**src/rtl/sys_pkg.sv**
```systemverilog
// Shared types and default sizing for the systolic array and its edge collectors.
package sys_pkg;

  localparam int SYS_COL_DEF    = 4;
  localparam int DATA_WIDTH_DEF = 16;
  localparam int PSUM_WIDTH_DEF = 2 * DATA_WIDTH_DEF;

  typedef logic signed [PSUM_WIDTH_DEF-1:0] psum_t;

endpackage

```
**src/rtl/sys_row_fifo.sv**
```systemverilog
// Synchronous FIFO of multi-lane rows; the head row reads 0 whenever the FIFO is empty.
module sys_row_fifo
  import sys_pkg::*;
#(
  parameter int LANES = SYS_COL_DEF,
  parameter int WIDTH = PSUM_WIDTH_DEF,
  parameter int DEPTH = 8,
  parameter int AW    = $clog2(DEPTH)
) (
  input  logic             clk,
  input  logic             rstn,
  input  logic             push,
  input  logic             pop,
  input  logic [WIDTH-1:0] wr_row [LANES],
  output logic [WIDTH-1:0] rd_row [LANES],
  output logic             full,
  output logic             empty,
  output logic [AW:0]      count
);

  logic [WIDTH-1:0] mem [DEPTH][LANES];
  logic [AW:0]      wr_ptr;
  logic [AW:0]      rd_ptr;
  logic             do_push;
  logic             do_pop;

  // Pointers carry one wrap bit so full and empty are distinguishable.
  assign count   = wr_ptr - rd_ptr;
  assign full    = (count == (AW+1)'(DEPTH));
  assign empty   = (count == '0);
  assign do_pop  = pop && !empty;
  assign do_push = push && (!full || do_pop);

  always_ff @(posedge clk or negedge rstn) begin
    if (!rstn) begin
      wr_ptr <= '0;
      rd_ptr <= '0;
    end else begin
      if (do_push) wr_ptr <= wr_ptr + 1'b1;
      if (do_pop)  rd_ptr <= rd_ptr + 1'b1;
    end
  end

  always_ff @(posedge clk) begin
    if (do_push) begin
      for (int l = 0; l < LANES; l++) mem[wr_ptr[AW-1:0]][l] <= wr_row[l];
    end
  end

  always_comb begin
    for (int l = 0; l < LANES; l++) begin
      rd_row[l] = empty ? '0 : mem[rd_ptr[AW-1:0]][l];
    end
  end

endmodule

```
**src/rtl/sys_psum_deskew.sv**
```systemverilog
// Realigns column-skewed psums from sys_array into rows and buffers them in a FIFO.
// Optional feature: define SYS_DESKEW_RELU_EN to clamp negative lanes to 0 before buffering.
module sys_psum_deskew
  import sys_pkg::*;
#(
  parameter int SYS_COL    = SYS_COL_DEF,
  parameter int DATA_WIDTH = DATA_WIDTH_DEF,
  parameter int PSUM_WIDTH = 2 * DATA_WIDTH,
  parameter int DEPTH      = 8
) (
  input  logic                    clk,
  input  logic                    rstn,
  input  logic [PSUM_WIDTH-1:0]   psum_in [0:SYS_COL-1],
  input  logic [SYS_COL-1:0]      en_in,
  output logic [PSUM_WIDTH-1:0]   out_row [0:SYS_COL-1],
  output logic                    out_valid,
  input  logic                    out_ready,
  output logic [$clog2(DEPTH):0]  count,
  output logic                    overflow,
  output logic                    skew_err
);

  logic [PSUM_WIDTH-1:0] al_data [SYS_COL];
  logic [PSUM_WIDTH-1:0] wr_row  [SYS_COL];
  logic [SYS_COL-1:0]    al_en;
  logic                  row_ok;
  logic                  row_partial;
  logic                  pop;
  logic                  full;
  logic                  empty;

  // Column c waits SYS_COL-1-c cycles so every lane of a row lines up with the last column.
  for (genvar c = 0; c < SYS_COL; c++) begin : g_col
    localparam int D = SYS_COL - 1 - c;
    if (D == 0) begin : g_thru
      assign al_data[c] = psum_in[c];
      assign al_en[c]   = en_in[c];
    end else begin : g_dly
      logic [PSUM_WIDTH-1:0] d_q [D];
      logic                  e_q [D];
      always_ff @(posedge clk or negedge rstn) begin
        if (!rstn) begin
          for (int i = 0; i < D; i++) begin
            d_q[i] <= '0;
            e_q[i] <= 1'b0;
          end
        end else begin
          d_q[0] <= psum_in[c];
          e_q[0] <= en_in[c];
          for (int i = 1; i < D; i++) begin
            d_q[i] <= d_q[i-1];
            e_q[i] <= e_q[i-1];
          end
        end
      end
      assign al_data[c] = d_q[D-1];
      assign al_en[c]   = e_q[D-1];
    end
  end

  assign row_ok      = &al_en;
  assign row_partial = (|al_en) && !row_ok;

  always_comb begin
    for (int c = 0; c < SYS_COL; c++) begin
`ifdef SYS_DESKEW_RELU_EN
      wr_row[c] = al_data[c][PSUM_WIDTH-1] ? '0 : al_data[c];
`else
      wr_row[c] = al_data[c];
`endif
    end
  end

  // Downstream handshake: a row transfers on any edge where out_valid && out_ready;
  // out_valid and out_row depend only on registered FIFO state, never on out_ready.
  assign out_valid = !empty;
  assign pop       = out_valid && out_ready;

  sys_row_fifo #(
    .LANES (SYS_COL),
    .WIDTH (PSUM_WIDTH),
    .DEPTH (DEPTH)
  ) u_fifo (
    .clk    (clk),
    .rstn   (rstn),
    .push   (row_ok),
    .pop    (pop),
    .wr_row (wr_row),
    .rd_row (out_row),
    .full   (full),
    .empty  (empty),
    .count  (count)
  );

  always_ff @(posedge clk or negedge rstn) begin
    if (!rstn) begin
      overflow <= 1'b0;
      skew_err <= 1'b0;
    end else begin
      if (row_ok && full && !pop) overflow <= 1'b1;
      if (row_partial)            skew_err <= 1'b1;
    end
  end

endmodule

```
**config.mk**
```make
export PLATFORM = sky130hd
export DESIGN_NAME = sys_psum_deskew
export DESIGN_NICKNAME = d
export VERILOG_FILES = /design/src/rtl/sys_pkg.sv /design/src/rtl/sys_row_fifo.sv /design/src/rtl/sys_psum_deskew.sv
export SDC_FILE = /design/constraint.sdc
export NUM_CORES = 1
export LEC_CHECK = 0
export CORE_MARGIN = 10
export CORE_UTILIZATION = 47
export CTS_CLUSTER_SIZE = 30
export DETAILED_ROUTE_END_ITERATION = 8
export MAX_ROUTING_LAYER = met4
export PLACE_DENSITY = 0.72
export SYNTH_ARGS = -nofsm -noshare
export SYNTH_HDL_FRONTEND = slang
export SYNTH_SLANG_ARGS = --single-unit
```
**constraint.sdc**
```tcl
create_clock -name clk -period 10.4 [get_ports clk]
set_clock_uncertainty 0.1 [all_clocks]
set_input_delay 2.08 -clock clk [delete_from_list [all_inputs] [get_ports clk]]
set_output_delay 2.08 -clock clk [all_outputs]
set_load 0.005 [all_outputs]
```
==> impl_metrics.ini <==
[clock_network]
cts.reportedPaths.clkPinSlew_ns = 0.06
clock_latency_ns = 0.71
clkSinkCount = 1232
cts_buffer_depth = 3
cts_buffers = 120
holdBufCountCts = 0
cts_resized = 0
tritoncts = yes
cts_htree_levels = 3
clockRootBuffer = sky130_fd_sc_hd__clkbuf_16
postCtsSetupBuffers = 0

[placement]
detailedPlacementHpwl_microns = 52800
gpl.final_weighted_congestion = 0.709
place.detailed.instances = 3488
post_dp_cell_area_sq_mm = 0.0484
portBuffers = 269

[power]
irDropWorstVdd_mv = 0.239
p_clk_share_pct = 30.1
switching_share_pct = 28.4
power_report.internal_total_mw = 10.1
comb_power_share_pct = 29.6
power_density_mw_per_mm2 = 270
switching_power_mw = 4.02
seq_power_share_pct = 40.3
power.leakage_nw = 17.4

[detailed_routing]
via_count = 20700
wl_met3_microns = 6450
highest_layer = met4
route.antenna.remaining_nets = 0
wirelength_met1_microns = 38500
firstDrtPassIters = 6
detailed_route_drc_error_count = 0
wirelength_microns = 96400
detailroute.wirelength.met2_microns = 49700
wl_per_cell_microns = 25.9
drt-initial-drc-count = 1963
post_drt_via_cell_ratio = 5.58

[grt]
grt_antenna_before_repair = 5
grt.total_usage_pct = 18.6
grt-ovfl-total = 0
grt_start_max_net_pins = 100
number_of_global_route_vias_before_repair = 22300
grt_pass1_wl_microns = 145000

[run]
max-cap-violations = 0

[yosys]
syn-cell-area_sq_mm = 0.0444
synth_xor_xnor_area_share_pct = 0.175
post_synth_main_area_contributors = sky130_fd_sc_hd__edfxtp_1 (69%), sky130_fd_sc_hd__mux4_2 (13%), sky130_fd_sc_hd__dfrtp_1 (12%), sky130_fd_sc_hd__nand2_1 (2.2%), sky130_fd_sc_hd__a21oi_1 (1.5%)
post_synthesis_register_bit_count = 1232
ys_seq_area_share_pct = 81.0
synthCells = 2034
synth.area.mux_share_pct = 13.0
yosys.cell_types.count = 42
synthAdderAreaFrac_pct = 0.186
main_combinational_cell_family_by_area_after_synthesis = multiplexers
synth_async_reset_ratio_pct = 16.9
synth-compound-area-share_pct = 1.66
synth.top_cell.area_share_pct = 69.3
yosys_most_used_dff = sky130_fd_sc_hd__edfxtp_1
yosys_warnings = 0
synth_enable_flop_cells = 1024
netlist.top_cell.by_area = sky130_fd_sc_hd__edfxtp_1
syn_area_per_cell_sq_um = 21.8
synth_simple_gate_area_share_pct = 2.62
syn_nets = 2175

[timing]
finalSetupViolCount = 0
fin_setup_tns_ns = 0
rsz0062_at_grt = false
achievable-frequency_mhz = 144
report.final.hold_viol_count = 0
finalMaxSlewViolations = 0
slew-limit-headroom_pct = 22.7
worst_slew_pin_slew_ns = 1.16
timing.final.crit_share_pct = 66.9
period_minus_slack_ns = 6.96

[setup_path]
timing.critical_path.arrival_ns = 4.78
critPathLaunchType = flip-flop
crit_path_end_kind = output pin
setup_cp_type = flip-flop to output pin
critical_path.max_fanout = 60
data_required_time_of_the_critical_path_ns = 8.22

[cells_and_area]
nets = 2497
post-route-cell-area_sq_mm = 0.0524
stdcell_count = 3719
syn2layout_area_growth_pct = 18.0
share_of_post_route_cells_with_drive_strength_above_1_pct = 20.1
finalCoreUtilization_pct = 56.0

[floorplan]
core_footprint_sq_mm = 0.0935
ios = 270
dieWidth_microns = 327
initial_utilization_pct = 47.5
die_area_sq_mm = 0.107
die_y_microns = 327
placement_rows = 112

[min_path]
hp-class = flip-flop to flip-flop

[outcome]
outcome = finished, final reports clean
==> power by group through the flow <==
| stage | Clock, mW | Combinational (mW) | Sequential [mW] |
|---|---|---|---|
| 2_1_floorplan | 0 | 2.42 | 5.66 |
| 3_3_place_gp | 0 | 4.22 | 5.78 |
| 3_5_place_dp | 0 | 4.26 | 5.80 |
| 4_1_cts | 4.33 | 4.29 | 5.70 |
| 5_1_grt | 4.55 | 4.51 | 5.72 |
| 6_report | 4.25 | 4.18 | 5.69 |
==> state kept, by name, indices dropped and copies added (netlist names) <==
name	count
skew_err	1
u_fifo.wr_ptr	4
overflow	1
al_en	2
g_col.g_dly.d_q	128
al_data	64
u_fifo.mem	1024
g_col.g_dly.e_q	4
u_fifo.rd_ptr	4
==> final timing paths <==
| kind | from | end | slack, ns | depth (start not counted) |
|---|---|---|---|---|
| worst min-delay path | g_col[0].g_dly.d_q[45] | al_data[109] | 0.23 | 0 |
| max in group asynchronous | rstn | al_data[126] | 7.32 | 2 |
| worst max register to register | u_fifo.rd_ptr[0] | u_fifo.mem[1][50] | 5.14 | 10 |
| worst max-delay path | u_fifo.rd_ptr[0] | out_row[39] | 3.44 | 10 |
| worst min register to register | g_col[0].g_dly.d_q[45] | al_data[109] | 0.23 | 0 |
| min in group asynchronous | rstn | al_data[75] | 1.26 | 1 |
==> worst max-delay path, stage by stage, from the launching register on <==
cell                              delay, ns
sky130_fd_sc_hd__dfrtp_4               0.98
sky130_fd_sc_hd__ha_1                  0.29
sky130_fd_sc_hd__inv_1                 0.06
sky130_fd_sc_hd__fa_1                  0.37
sky130_fd_sc_hd__xor2_1                0.19
sky130_fd_sc_hd__or3_4                 0.40
sky130_fd_sc_hd__nor3_4                0.22
sky130_fd_sc_hd__buf_4                 0.26
sky130_fd_sc_hd__buf_4                 0.54
sky130_fd_sc_hd__a21oi_1               0.10
sky130_fd_sc_hd__clkdlybuf4s50_1       0.52
==> cells in the final DEF (no fill, tap or decap), types with 3 or more instances in the layout <==
master | synthesis | final
sky130_fd_sc_hd__buf_4 | 35 | 30
sky130_fd_sc_hd__clkinv_2 | 0 | 23
sky130_fd_sc_hd__clkbuf_16 | 0 | 121
sky130_fd_sc_hd__dfrtp_4 | 0 | 3
sky130_fd_sc_hd__diode_2 | 0 | 5
sky130_fd_sc_hd__dfrtp_1 | 208 | 205
sky130_fd_sc_hd__edfxtp_1 | 1024 | 1024
sky130_fd_sc_hd__nor2_1 | 3 | 3
sky130_fd_sc_hd__inv_1 | 7 | 6
sky130_fd_sc_hd__bufinv_16 | 0 | 9
sky130_fd_sc_hd__inv_6 | 0 | 3
sky130_fd_sc_hd__ha_1 | 5 | 5
sky130_fd_sc_hd__clkinvlp_4 | 0 | 6
sky130_fd_sc_hd__clkbuf_8 | 0 | 12
sky130_fd_sc_hd__clkbuf_1 | 35 | 27
sky130_fd_sc_hd__clkdlybuf4s50_1 | 0 | 268
sky130_fd_sc_hd__nand2_1 | 258 | 258
sky130_fd_sc_hd__mux4_2 | 256 | 256
sky130_fd_sc_hd__nor3_1 | 3 | 3
sky130_fd_sc_hd__xnor2_1 | 5 | 5
sky130_fd_sc_hd__a21oi_1 | 130 | 129
sky130_fd_sc_hd__clkinv_1 | 0 | 18
sky130_fd_sc_hd__and4b_4 | 0 | 3
sky130_fd_sc_hd__buf_12 | 0 | 3
sky130_fd_sc_hd__clkinv_4 | 0 | 3
==> cells by family after synthesis <==
logic type               Yosys count
AO/OA/AOI/OAI                    138
AND/OR/NAND/NOR                  283
adder cells (fa/ha/maj)            6
buffers and inverters            109
XOR/XNOR                           8
flip-flops                      1232
multiplexers                     258
==> synth_stat cells, types with 2 or more instances <==
| cell | number |
|---|---|
| sky130_fd_sc_hd__xnor2_1 | 5 |
| sky130_fd_sc_hd__edfxtp_1 | 1024 |
| sky130_fd_sc_hd__clkbuf_1 | 35 |
| sky130_fd_sc_hd__inv_1 | 7 |
| sky130_fd_sc_hd__nand4_1 | 2 |
| sky130_fd_sc_hd__mux4_2 | 256 |
| sky130_fd_sc_hd__and4b_1 | 3 |
| sky130_fd_sc_hd__buf_2 | 29 |
| sky130_fd_sc_hd__xor2_1 | 2 |
| sky130_fd_sc_hd__and4_1 | 2 |
| sky130_fd_sc_hd__buf_1 | 2 |
| sky130_fd_sc_hd__nand2_1 | 258 |
| sky130_fd_sc_hd__a21oi_1 | 130 |
| sky130_fd_sc_hd__ha_1 | 5 |
| sky130_fd_sc_hd__nor3_1 | 3 |
| sky130_fd_sc_hd__buf_4 | 35 |
| sky130_fd_sc_hd__dfrtp_1 | 208 |
| sky130_fd_sc_hd__nor4_1 | 2 |
| sky130_fd_sc_hd__nor2_1 | 3 |
==> layout make-up <==
type | instances | area [sq um]
fill | 6803 | 41100
timing repair buffer | 302 | 2980
clock buffer | 160 | 3290
multi-input combinational | 693 | 7900
inverter | 7 | 31.3
sequential | 1232 | 36000
clock inverter | 66 | 626
tap | 1254 | 1570
antenna | 5 | 12.5
==> per-stage QoR <==
step / power [mW] / hold slack [ns] / worst slack [ns]
floorplan: 8.08 / 0.231 / 0.105
global placement: 10.0 / 0.232 / 4.24
detailed placement: 10.1 / 0.235 / 4.13
CTS: 14.3 / 0.234 / 3.35
global route: 14.8 / 0.232 / 3.09
finish: 14.1 / 0.230 / 3.44
==> per-layer routing <==
layer  track usage, %  up-vias
met4             5.08        0
li1                 -     8786
met3             3.71      127
met5                -        -
met2             30.7      756
met1             23.5    11100
Power figures use the tool's default switching activity.
